File: src/rtl/nios2_div_pkg.sv
// rtl/nios2_div_pkg.sv - shared types, defaults and helpers for the Nios II divide cell
package nios2_div_pkg;

  localparam int DIV_WIDTH = 32;
  localparam int ABS_MAX_W = 64;

  typedef enum logic [1:0] {
    IDLE,
    CALC,
    FIX
  } div_state_t;

  // Magnitude of the low w bits of v; the caller truncates back to its own width.
  function automatic logic [ABS_MAX_W-1:0] abs_val(input logic [ABS_MAX_W-1:0] v,
                                                   input int w,
                                                   input logic sgn);
    logic [ABS_MAX_W-1:0] msb_mask;
    msb_mask = {{(ABS_MAX_W-1){1'b0}}, 1'b1} << (w - 1);
    if (sgn && (|(v & msb_mask))) begin
      return ~v + ABS_MAX_W'(1);
    end
    return v;
  endfunction

endpackage

File: src/rtl/nios2_div_step.sv
// rtl/nios2_div_step.sv - one combinational restoring-division iteration
module nios2_div_step
  import nios2_div_pkg::*;
#(
  parameter int WIDTH = DIV_WIDTH
) (
  input  logic [WIDTH-1:0] rem,
  input  logic             din,
  input  logic [WIDTH-1:0] divisor,
  output logic [WIDTH-1:0] rem_next,
  output logic             q_bit
);

  logic [WIDTH:0] shifted;
  logic [WIDTH:0] diff;

  assign shifted  = {rem, din};
  assign diff     = shifted - {1'b0, divisor};
  assign q_bit    = ~diff[WIDTH];
  assign rem_next = q_bit ? diff[WIDTH-1:0] : shifted[WIDTH-1:0];

endmodule

File: src/rtl/nios2_div_cell.sv
// rtl/nios2_div_cell.sv - iterative radix-2 div/divu cell; NIOS2_DIV_FAST_ZERO_EN short-cuts zero divisors
module nios2_div_cell
  import nios2_div_pkg::*;
#(
  parameter int WIDTH = DIV_WIDTH,
  parameter int CNT_W = $clog2(WIDTH) + 1
) (
  input  logic             clk,
  input  logic             reset,
  input  logic             start,
  input  logic             is_signed,
  input  logic [WIDTH-1:0] src1,
  input  logic [WIDTH-1:0] src2,
  output logic             ready,
  output logic             done,
  output logic [WIDTH-1:0] quotient,
  output logic [WIDTH-1:0] remainder,
  output logic             div_zero
);

  div_state_t       state, state_nx;
  logic [CNT_W-1:0] cnt;
  logic [WIDTH-1:0] rem;
  logic [WIDTH-1:0] dvd;
  logic [WIDTH-1:0] dvs;
  logic             qsign, rsign, zero;

  logic [WIDTH-1:0] abs1, abs2;
  logic             src_zero;
  logic [WIDTH-1:0] step_rem;
  logic             step_q;

  assign abs1     = WIDTH'(abs_val(ABS_MAX_W'(src1), WIDTH, is_signed));
  assign abs2     = WIDTH'(abs_val(ABS_MAX_W'(src2), WIDTH, is_signed));
  assign src_zero = (src2 == '0);

  nios2_div_step #(.WIDTH(WIDTH)) u_step (
    .rem      (rem),
    .din      (dvd[WIDTH-1]),
    .divisor  (dvs),
    .rem_next (step_rem),
    .q_bit    (step_q)
  );

  always_ff @(posedge clk or posedge reset) begin
    if (reset) state <= IDLE;
    else       state <= state_nx;
  end

  always_comb begin
    state_nx = state;
    ready    = 1'b0;
    case (state)
      IDLE: begin
        ready = 1'b1;
        if (start) begin
`ifdef NIOS2_DIV_FAST_ZERO_EN
          state_nx = src_zero ? FIX : CALC;
`else
          state_nx = CALC;
`endif
        end
      end
      CALC: if (cnt == CNT_W'(WIDTH - 1)) state_nx = FIX;
      FIX:  state_nx = IDLE;
      default: state_nx = IDLE;
    endcase
  end

  // dvd shifts the dividend out of its top while quotient bits enter at the bottom.
  always_ff @(posedge clk or posedge reset) begin
    if (reset) begin
      cnt       <= '0;
      rem       <= '0;
      dvd       <= '0;
      dvs       <= '0;
      qsign     <= 1'b0;
      rsign     <= 1'b0;
      zero      <= 1'b0;
      quotient  <= '0;
      remainder <= '0;
      div_zero  <= 1'b0;
      done      <= 1'b0;
    end else begin
      done <= 1'b0;
      case (state)
        IDLE: begin
          if (start) begin
            cnt   <= '0;
            dvd   <= abs1;
            dvs   <= abs2;
            qsign <= (src1[WIDTH-1] ^ src2[WIDTH-1]) & is_signed;
            rsign <= src1[WIDTH-1] & is_signed;
            zero  <= src_zero;
`ifdef NIOS2_DIV_FAST_ZERO_EN
            rem   <= src_zero ? abs1 : '0;
`else
            rem   <= '0;
`endif
          end
        end
        CALC: begin
          rem <= step_rem;
          dvd <= {dvd[WIDTH-2:0], step_q};
          cnt <= cnt + CNT_W'(1);
        end
        FIX: begin
          // A zero divisor leaves |src1| in rem, so the sign fix restores the original dividend.
          quotient  <= zero ? '1 : (qsign ? -dvd : dvd);
          remainder <= rsign ? -rem : rem;
          div_zero  <= zero;
          done      <= 1'b1;
        end
        default: ;
      endcase
    end
  end

endmodule

File: config.mk
export PLATFORM = sky130hd
export DESIGN_NAME = nios2_div_cell
export DESIGN_NICKNAME = d
export VERILOG_FILES = /design/src/rtl/nios2_div_pkg.sv /design/src/rtl/nios2_div_step.sv /design/src/rtl/nios2_div_cell.sv
export SDC_FILE = /design/constraint.sdc
export NUM_CORES = 1
export LEC_CHECK = 0
export CAP_MARGIN = 25
export CORE_ASPECT_RATIO = 0.5
export CORE_MARGIN = 2
export CORE_UTILIZATION = 38
export DETAILED_ROUTE_END_ITERATION = 8
export PLACE_DENSITY = 0.64
export SYNTH_ARGS = -nofsm -noshare
export SYNTH_HDL_FRONTEND = slang
export SYNTH_HIERARCHICAL = 1
export SYNTH_SLANG_ARGS = --single-unit
File: constraint.sdc
create_clock -name clk -period 7 [get_ports clk]
set_input_delay 1.05 -clock clk [delete_from_list [all_inputs] [get_ports clk]]
set_output_delay 1.05 -clock clk [all_outputs]
set_load 0.03 [all_outputs]
==> impl_metrics.yaml <==
finish:
  ff_latch_area_um2: 4329
  multiInputGateArea_um2: 7109
  antenna_cells: 0
  final_layout_size_suffix_gt1_share_pct: 8.277
  fin_nets: 1568
  fin_area_um2: 14180
  fillers: 2961
  areaGrowthSynthToFinish_pct: 18.01
placement:
  post-dp-hpwl_mm: 25.40
  place_congestion: 0.9462
  dpl-instance-area_um2: 13590
  port_buffers: 134
synthesis:
  synthTopCellsByCount: "nand2_1, dfrtp_1, o21ai_0"
  synth_mux_area_share_pct: 4.518
  async_reset_ff_share_pct: 100.0
  synthesis.area_um2: 12020
  yosysMostFrequentCell: "nand2_1"
  syn-num-nets: 1481
  synth_warnings: 6
  synth_flop_cell: "dfrtp_1"
  synth_xor_xnor_area_share_pct: 9.181
  synth_top_area_share_pct: 36.02
  synthCells: 1375
  yosys.area_share.simple_pct: 19.58
  synth_area_leaders: "dfrtp_1, o21ai_0, xor2_1, nand2_1, ha_1"
  yosys.area.top_type: "dfrtp_1"
  synth_fa_ha_area_share_pct: 4.018
  synth_edf_count: 0
  syn_area_per_cell_um2: 8.742
  synth_cell_types: 91
  synth_seq_cells: 173
  synth_compound_area_share_pct: 21.66
  synth_top_family_by_area: "compound AO/OA/AOI/OAI gates"
  ys_seq_area_share_pct: 36.02
sta:
  finalHoldViolations: 0
  max_freq_ghz: 0.2616
  worst_slew_pin_slew_ns: 1.049
  slew_violations: 0
  relSlewSlack_pct: 29.82
  finalCritPeriodShare_pct: 54.62
  setup-violations-final: 0
  post-route-min-period_ns: 3.823
  rsz0062_at_grt: "no"
  setup_tns_ns: 0
  skew_ns: 0.008752
hold_path:
  hold_depth: 2
  hp-class: "flip-flop to flip-flop"
  hp-start: "div_zero$_DFFE_PP0P_"
  min_to: "div_zero$_DFFE_PP0P_"
clocking:
  clk_pin_slew_ns: 0.07
  postCtsSetupRepairBufs: 0
  root_buffer: "clkbuf_16"
  ctsResizeCount: 0
  htree_levels: 4
  clockBufferDepth: 2
  cts_tree: "built"
  cts_hold_buf: 0
  cts_buffers: 17
  clk_latency_ns: 0.46
  numClockSinks: 173
detailed_routing:
  drcViolationCount: 0
  drt-initial-drc-count: 805
  drt-pass1-iter-count: 5
  detail-route-antenna-nets: 0
  viasPerCell: 5.647
  wl_per_cell_um: 17.91
  vias: 10712
  routed_wl_mm: 33.97
floorplan:
  coreArea_um2: 30740
  pin_count: 135
  die_h_um: 129.8
  start_util_pct: 39.10
  dieArea_um2: 33160
  die_w_um: 255.5
  placementRows: 45
setup_path:
  crit_path_end_kind: "flip-flop"
  startpoint_type: "flip-flop"
  rr_worst_depth: 15
  r2r-start: "dvd[31]$_DFFE_PP0P_"
  criticalPathCategory: "flip-flop to flip-flop"
  cp_max_fo: 24
  rrSetupSlack_ns: 3.18
  required_ns: 7.32
  rr_endpoint: "rem[10]$_DFFE_PP0P_"
  cp_data_arrival_time_ns: 4.14
grt:
  grt_max_degree: 81
  grt_pass1_vias: 10300
  gr-usage-all-layers_pct: 20.77
  antenna_found_initial: 0
  grt_remaining_overflow: 0
  grt_pass1_wl_mm: 54.89
status:
  outcome: "finished clean"
power:
  power_density_nw_per_um2: 517.9
  ir_drop_v: 0.0002571
  p_leak_uw: 0.005804
flow_run:
  max_cap_viol_count: 0
## logic make-up after synthesis
family	Yosys count
muxes	43
buffers and inverters	128
AOI/OAI and AO/OA	407
adders and majority gates	38
DFF	173
and+or+nand+nor	460
xor gates and xnor gates	126
## per-stage QoR
step                hold slack, ns  utilization [%]  setup slack, ns  cells  power, uW
floorplan                   0.4498                -            1.262   1375       5278
global placement            0.4623            44.20            3.378   1865       6314
detailed placement          0.4623            44.20            3.238   1865       6376
CTS                         0.4806            46.09            3.210   1896       7367
global route                0.5068            46.14            2.920   1897       7929
finish                      0.4797            46.14            3.177   1897       7347
## layout by cell type (no fill, tap or decap), types with 8 or more instances in the layout
cell | netlist | routed
mux2_4 | 19 | 19
a22oi_1 | 14 | 14
nor2_1 | 97 | 95
xnor2_1 | 42 | 42
a21o_1 | 18 | 18
a31oi_1 | 12 | 12
nand2_1 | 184 | 183
xor2_1 | 84 | 84
a21oi_1 | 80 | 80
nor4_1 | 19 | 19
a22o_1 | 15 | 15
o31ai_1 | 29 | 29
clkbuf_16 | 0 | 17
clkdlybuf4s50_1 | 0 | 134
buf_4 | 3 | 10
nor3b_1 | 9 | 8
or3_1 | 8 | 8
o21ai_0 | 156 | 156
nand3_1 | 29 | 29
nor3_1 | 23 | 23
inv_1 | 50 | 49
ha_1 | 37 | 37
nand4_1 | 13 | 13
o41ai_1 | 19 | 19
mux2i_1 | 19 | 19
dfrtp_1 | 173 | 173
## final cells by class
| cell class | count | share of cell area, % |
|---|---|---|
| multi-input combinational | 1074 | 50.12 |
| sequential | 173 | 30.52 |
| timing repair buffer | 145 | 10.09 |
| tap | 423 | 3.731 |
| clock buffer | 17 | 2.999 |
| inverter | 51 | 1.438 |
| clock inverter | 14 | 1.103 |
## sequential cells by signal (all words and copies together) (netlist names)
register   cells
dvs           32
rsign          1
cnt            6
div_zero       1
dvd           32
state          2
qsign          1
quotient      32
zero           1
rem           32
remainder     32
done           1
## worst max-delay path, cell delays in order (launching register included)
cell,delay [ns]
dfrtp_1,0.44
inv_1,0.07
ha_1,0.23
fa_1,0.41
and2b_1,0.25
o2111ai_2,0.13
a21oi_2,0.27
o2111ai_1,0.22
a211oi_2,0.32
nor2_4,0.10
mux2i_4,0.33
and2_4,0.31
inv_8,0.12
mux2_4,0.31
nand2_1,0.05
o21ai_0,0.10
## worst max path at each step
stage          slack (ns)  cells after the start                 from                   to
2_1_floorplan        1.26                      1                reset   cnt[0]$_DFFE_PP0P_
3_3_place_gp         3.38                     15  dvd[31]$_DFFE_PP0P_  rem[13]$_DFFE_PP0P_
3_5_place_dp         3.24                     15  dvd[31]$_DFFE_PP0P_  rem[10]$_DFFE_PP0P_
4_1_cts              3.21                     15  dvd[31]$_DFFE_PP0P_  rem[10]$_DFFE_PP0P_
5_1_grt              2.92                     15  dvd[31]$_DFFE_PP0P_  rem[10]$_DFFE_PP0P_
6_report             3.18                     15  dvd[31]$_DFFE_PP0P_  rem[10]$_DFFE_PP0P_
## metal layers
metal	GRT usage, %	vias to the layer above	routed length [um]
li1	-	5123	-
met1	27.34	5261	15410
met2	34.97	281	16280
met3	3.458	47	1567
met4	7.534	0	701
met5	0	-	0
## power breakdown
part / internal, uW / switching, uW
Combinational: 1960 / 2330
Clock: 502 / 457
Sequential: 1470 / 624
Total: 3940 / 3410
(Power assumes the default switching activity.)
==> RTL change 1 (config.mk and constraints unchanged) <==
Build with the macro `NIOS2_DIV_FAST_ZERO_EN` defined.
--- a/src/rtl/nios2_div_cell.sv
+++ b/src/rtl/nios2_div_cell.sv
@@ -1,3 +1,5 @@
 // rtl/nios2_div_cell.sv - iterative radix-2 div/divu cell; NIOS2_DIV_FAST_ZERO_EN short-cuts zero divisors
+`define NIOS2_DIV_FAST_ZERO_EN
+
 module nios2_div_cell
   import nios2_div_pkg::*;
Formal check against the unedited RTL: not equivalent (Yosys sat finds a counterexample within 4 cycles, from zero or initial values and one cycle with reset high).
==> RTL change 1 against the original RTL <==
Sequential cell count is the same. Total power is 4.5% lower. Critical path depth did not move. Synthesized area down 2.3%. Setup slack lost 170 ps. Wire length is 4.8% higher. Hold slack improved by 2.0 ps. Fmax fell by 4.3%. First-iteration DRC count grew 42%. Count of clock-buffer cells in the layout increased by 2. Die area fell by 2.3%. Design area shrank 2.0%.
==> RTL change 1: results <==
[status]
status = complete, no violations

[clock_network]
clkTransAtPathRegs_ps = 70
clock_path_buffers = 2
cts_buffers = 17
htreeDepth = 4
clk_root_buffer_cell = clkbuf_16
cts_resized = 0
postCtsSetupRepairBufs = 0

[logic_synthesis]
yosysWarnings = 6
synth-async-reset-ratio_pct = 100
seq_area_frac_synth_pct = 36.9
synth_commonest_cells = dfrtp_1 (173), o21ai_0 (156), nand2_1 (127), a21oi_1 (99), xor2_1 (87)
ys_types = 81
syn-num-nets = 1466
synthTopCellsByArea = dfrtp_1 (37%), o21ai_0 (6.7%), xor2_1 (6.5%), a21oi_1 (4.2%), xnor2_1 (4.1%)
synth_edf_count = 0

[setup_path]
regToRegSetupSlack_ps = 3000
r2r-end = rem[21]
cp.arrival_ps = 4290
worst-r2r-cell-count = 15
r2r_start = dvd[31]
cp_max_fo = 24

[min_path]
min_from = dvs[15]
min_path_type = reg -> reg
hold_path_end = dvs[15]

[grt]
antenna_found_initial = 0
grt_use_met1_pct = 31.6
grt_use_total_pct = 22.0
grt_pass1_wl_mm = 55.8
met3_usage_pct = 4.45
grt_pass1_vias = 10100
grt_util_met2_pct = 32.9
grt_max_degree = 90

[route]
drt_iter0_markers = 1140
avgViaCountPerCell = 5.71
wl_per_cell_um = 19.2
first_pass_iters = 5

[placed_design]
gp_congestion = 0.922
hpwl_mm = 26.8
place_area_mm2 = 0.0133
port_buffers = 134

[power_and_ir_drop]
ir_drop_uv = 268
p_sw_mw = 3.23
p_leak_nw = 5.85

[timing]
fin_worst_skew_ps = 10.3
setup_viol = 0
max_slew_margin_pct = 32.8

[finish]
n_antenna_cell = 0
final_nets = 1550
drive_gt1_share_pct = 6.73
-- RTL change 1: how the worst max path moves through the flow --
stage	endpoint	cells past startpoint	slack [ps]	from
finish	rem[21]	15	3000	dvd[31]
global route	rem[19]	15	2830	dvd[31]
floorplan	cnt[0]	1	1260	reset
detailed placement	state[1]	6	2870	src2[11]
global placement	state[1]	6	2930	src2[11]
CTS	rem[21]	15	3040	dvd[31]
-- RTL change 1: area by class of cell --
class / count / area [µm²]
multi-input combinational: 1051 / 6830
clock inverter: 13 / 123
clock buffer: 19 / 453
timing repair buffer: 143 / 1440
fill: 2895 / 16500
sequential: 173 / 4330
tap: 399 / 499
inverter: 58 / 230
-- RTL change 1: kinds of logic after synthesis --
group | count (synthesis) | share of synthesized area, %
XOR/XNOR | 142 | 10.6
multiplexers | 29 | 3.43
buffers and inverters | 136 | 5.18
AND/OR/NAND/NOR | 418 | 17.9
AO/OA/AOI/OAI | 424 | 21.9
flip-flops | 173 | 36.9
adder cells (fa/ha/maj) | 38 | 4.11
-- RTL change 1: metrics by stage --
| stage | utilization, % | total power, mW | instances | setup slack [ps] | hold slack (ps) |
|---|---|---|---|---|---|
| CTS | 45.8 | 6.98 | 1856 | 3040 | 486 |
| global route | 45.8 | 7.54 | 1856 | 2830 | 506 |
| finish | 45.8 | 7.02 | 1856 | 3000 | 482 |
| floorplan | - | 5.13 | 1360 | 1260 | 450 |
| global placement | 43.8 | 5.92 | 1822 | 2930 | 463 |
| detailed placement | 43.9 | 6.01 | 1824 | 2870 | 471 |
-- RTL change 1: power groups by stage --
stage | Sequential (mW) | Combinational [mW] | Clock, mW
2_1_floorplan | 1.79 | 3.34 | 0
6_report | 1.90 | 4.17 | 0.947
4_1_cts | 1.89 | 4.13 | 0.962
5_1_grt | 1.96 | 4.58 | 0.999
3_3_place_gp | 1.89 | 4.03 | 0
3_5_place_dp | 1.91 | 4.10 | 0
-- RTL change 1: metal layers --
layer  vias up  wire [µm]
li1       5087          -
met1      5150      17100
met2       304      15500
met3        50       2100
met4         0        883
met5         -          0
-- RTL change 1: critical path, stage by stage (launching register included) --
cell	delay, ps
dfrtp_1	480
inv_1	90
ha_1	240
fa_1	410
and2b_1	240
o2111ai_2	130
a21oi_2	210
o2111ai_1	210
a211oi_2	350
nor2_4	100
mux2i_4	330
and2_4	310
inv_8	120
mux2_4	320
a21oi_1	160
o21ai_0	100
==> RTL change 2 (same flow settings) <==
Made on the original files. The 3 states of `div_state_t` get a one-hot encoding in 3 bits.
--- a/src/rtl/nios2_div_pkg.sv
+++ b/src/rtl/nios2_div_pkg.sv
@@ -5,8 +5,8 @@
   localparam int ABS_MAX_W = 64;
 
-  typedef enum logic [1:0] {
-    IDLE,
-    CALC,
-    FIX
+  typedef enum logic [2:0] {
+    IDLE = 3'b001,
+    CALC = 3'b010,
+    FIX  = 3'b100
   } div_state_t;
 
Function: no difference found for any inputs over 10 cycles, from zero or initial values and one cycle with reset high; not proved beyond that.
==> RTL change 2 against the original RTL <==
Synthesized area down 0.79%. Design area fell by 0.52%. Wire length fell by 0.68%. Total power decreased by 20%. Setup slack got worse by 86 ps. Hold slack hardly changed. Clock power up 9%. Sequential cell count is 1 higher. Critical path type unchanged.
==> RTL change 2: results <==
[status]
status = complete, no violations

[power_and_ir_drop]
ir_drop_uv = 256
p_leak_nw = 5.84

[min_path]
hold_path_end = remainder[5]
min_delay_path_depth = 2
min_path_type = reg -> reg
min_from = remainder[5]

[logic_synthesis]
synth_top_area_cell = dfrtp_1
ys_types = 93
yosysWarnings = 6
syn_inst = 1379
syn-num-nets = 1485
synthTopCellsByArea = dfrtp_1 (36%), xor2_1 (7.0%), nand2_1 (6.6%), ha_1 (3.9%), o21ai_0 (3.8%)
synth_commonest_cells = nand2_1 (210), dfrtp_1 (173), xor2_1 (95), o21ai_0 (90), nor2_1 (83)
seq_area_frac_synth_pct = 36.5
synth-async-reset-ratio_pct = 100

[grt]
grt_use_total_pct = 21.1
antenna_found_initial = 0
grt_max_degree = 105
grt_pass1_vias = 10500
grt_pass1_wl_mm = 55.1

[timing]
max_slew_margin_pct = 34.2
fmaxAchievable_ghz = 0.256
fin_worst_skew_ps = 10.4
hold_ws_ps = 479

[route]
first_pass_iters = 5
wl_per_cell_um = 17.8
drt_iter0_markers = 746
wirelength_mm = 33.7
avgViaCountPerCell = 5.53

[setup_path]
r2r_start = dvd[31]
crit_path_top_delay_cell = dfrtp_1
worst-r2r-cell-count = 15
cp.arrival_ps = 4190
cp_top_family = compound AO/OA/AOI/OAI gates
cp_max_fo = 24
critical_path_class = reg -> reg
cpPeakStageDelay_ps = 470
crit_end = rem[22]

[clock_network]
postCtsSetupRepairBufs = 0
clk_latency_ps = 460
clkTransAtPathRegs_ps = 70
cts_buffers = 17
cts_resized = 0
htreeDepth = 4
clock_path_buffers = 2
clk_root_buffer_cell = clkbuf_16

[placed_design]
hpwl_mm = 24.3
gp_congestion = 0.890
preCtsSetupSlack_ps = 3100
place_inst = 1866
port_buffers = 134

[finish]
drive_gt1_share_pct = 7.45
n_antenna_cell = 0
fillers = 3012
final_nets = 1570
[RTL change 2: cell type report]
type | instances | area share [%]
clock buffer | 18 | 3.11
clock inverter | 14 | 1.28
inverter | 56 | 1.58
multi-input combinational | 1072 | 49.1
sequential | 174 | 30.9
tap | 423 | 3.75
timing repair buffer | 143 | 10.3
[RTL change 2: metal layers]
layer / track usage [%] / up-vias / share of wire [%] / wire, µm
met1: 27.7 / 5117 / 46 / 15600
met3: 4.12 / 43 / 4.4 / 1470
met2: 35.6 / 245 / 48 / 16100
met5: 0 / - / 0 / 0
li1: - / 5106 / - / -
met4: 6.26 / 0 / 1.7 / 579
[RTL change 2: cell families (layout without fill, tap and decap cells)]
family,after synthesis,count (layout),synth area share [%]
and+or+nand+nor,469,469,19.1
AOI/OAI and AO/OA,390,390,20.8
DFF,174,174,36.5
xor gates and xnor gates,141,141,10.4
buffers and inverters,133,231,5.40
adders and majority gates,38,38,4.05
muxes,34,34,3.80
[RTL change 2: per-stage QoR]
step	cell area, µm²	utilization [%]
after floorplan	11900	-
after global placement	13400	43.9
after detailed placement	13400	43.9
after CTS	14100	46.0
after global routing	14100	46.2
final	14100	46.2
[RTL change 2: worst reg2reg max path, cell delays in order (launching register included)]
cell	delay (ps)
dfrtp_1	470
inv_1	70
ha_1	220
fa_1	410
and2b_1	260
o2111ai_2	140
a21oi_2	220
o2111ai_1	200
a211oi_2	370
nor2_4	110
mux2i_4	330
and2_4	300
inv_8	130
mux2_4	330
nand2_1	60
o21ai_0	110
[RTL change 2: power by group]
group	switching (mW)	total, mW	internal, mW	leakage, nW
combinational	1.84	3.20	1.36	3.54
sequential	0.396	1.66	1.26	2.00
clock	0.458	1.04	0.578	0.304
total	2.69	5.89	3.20	5.84
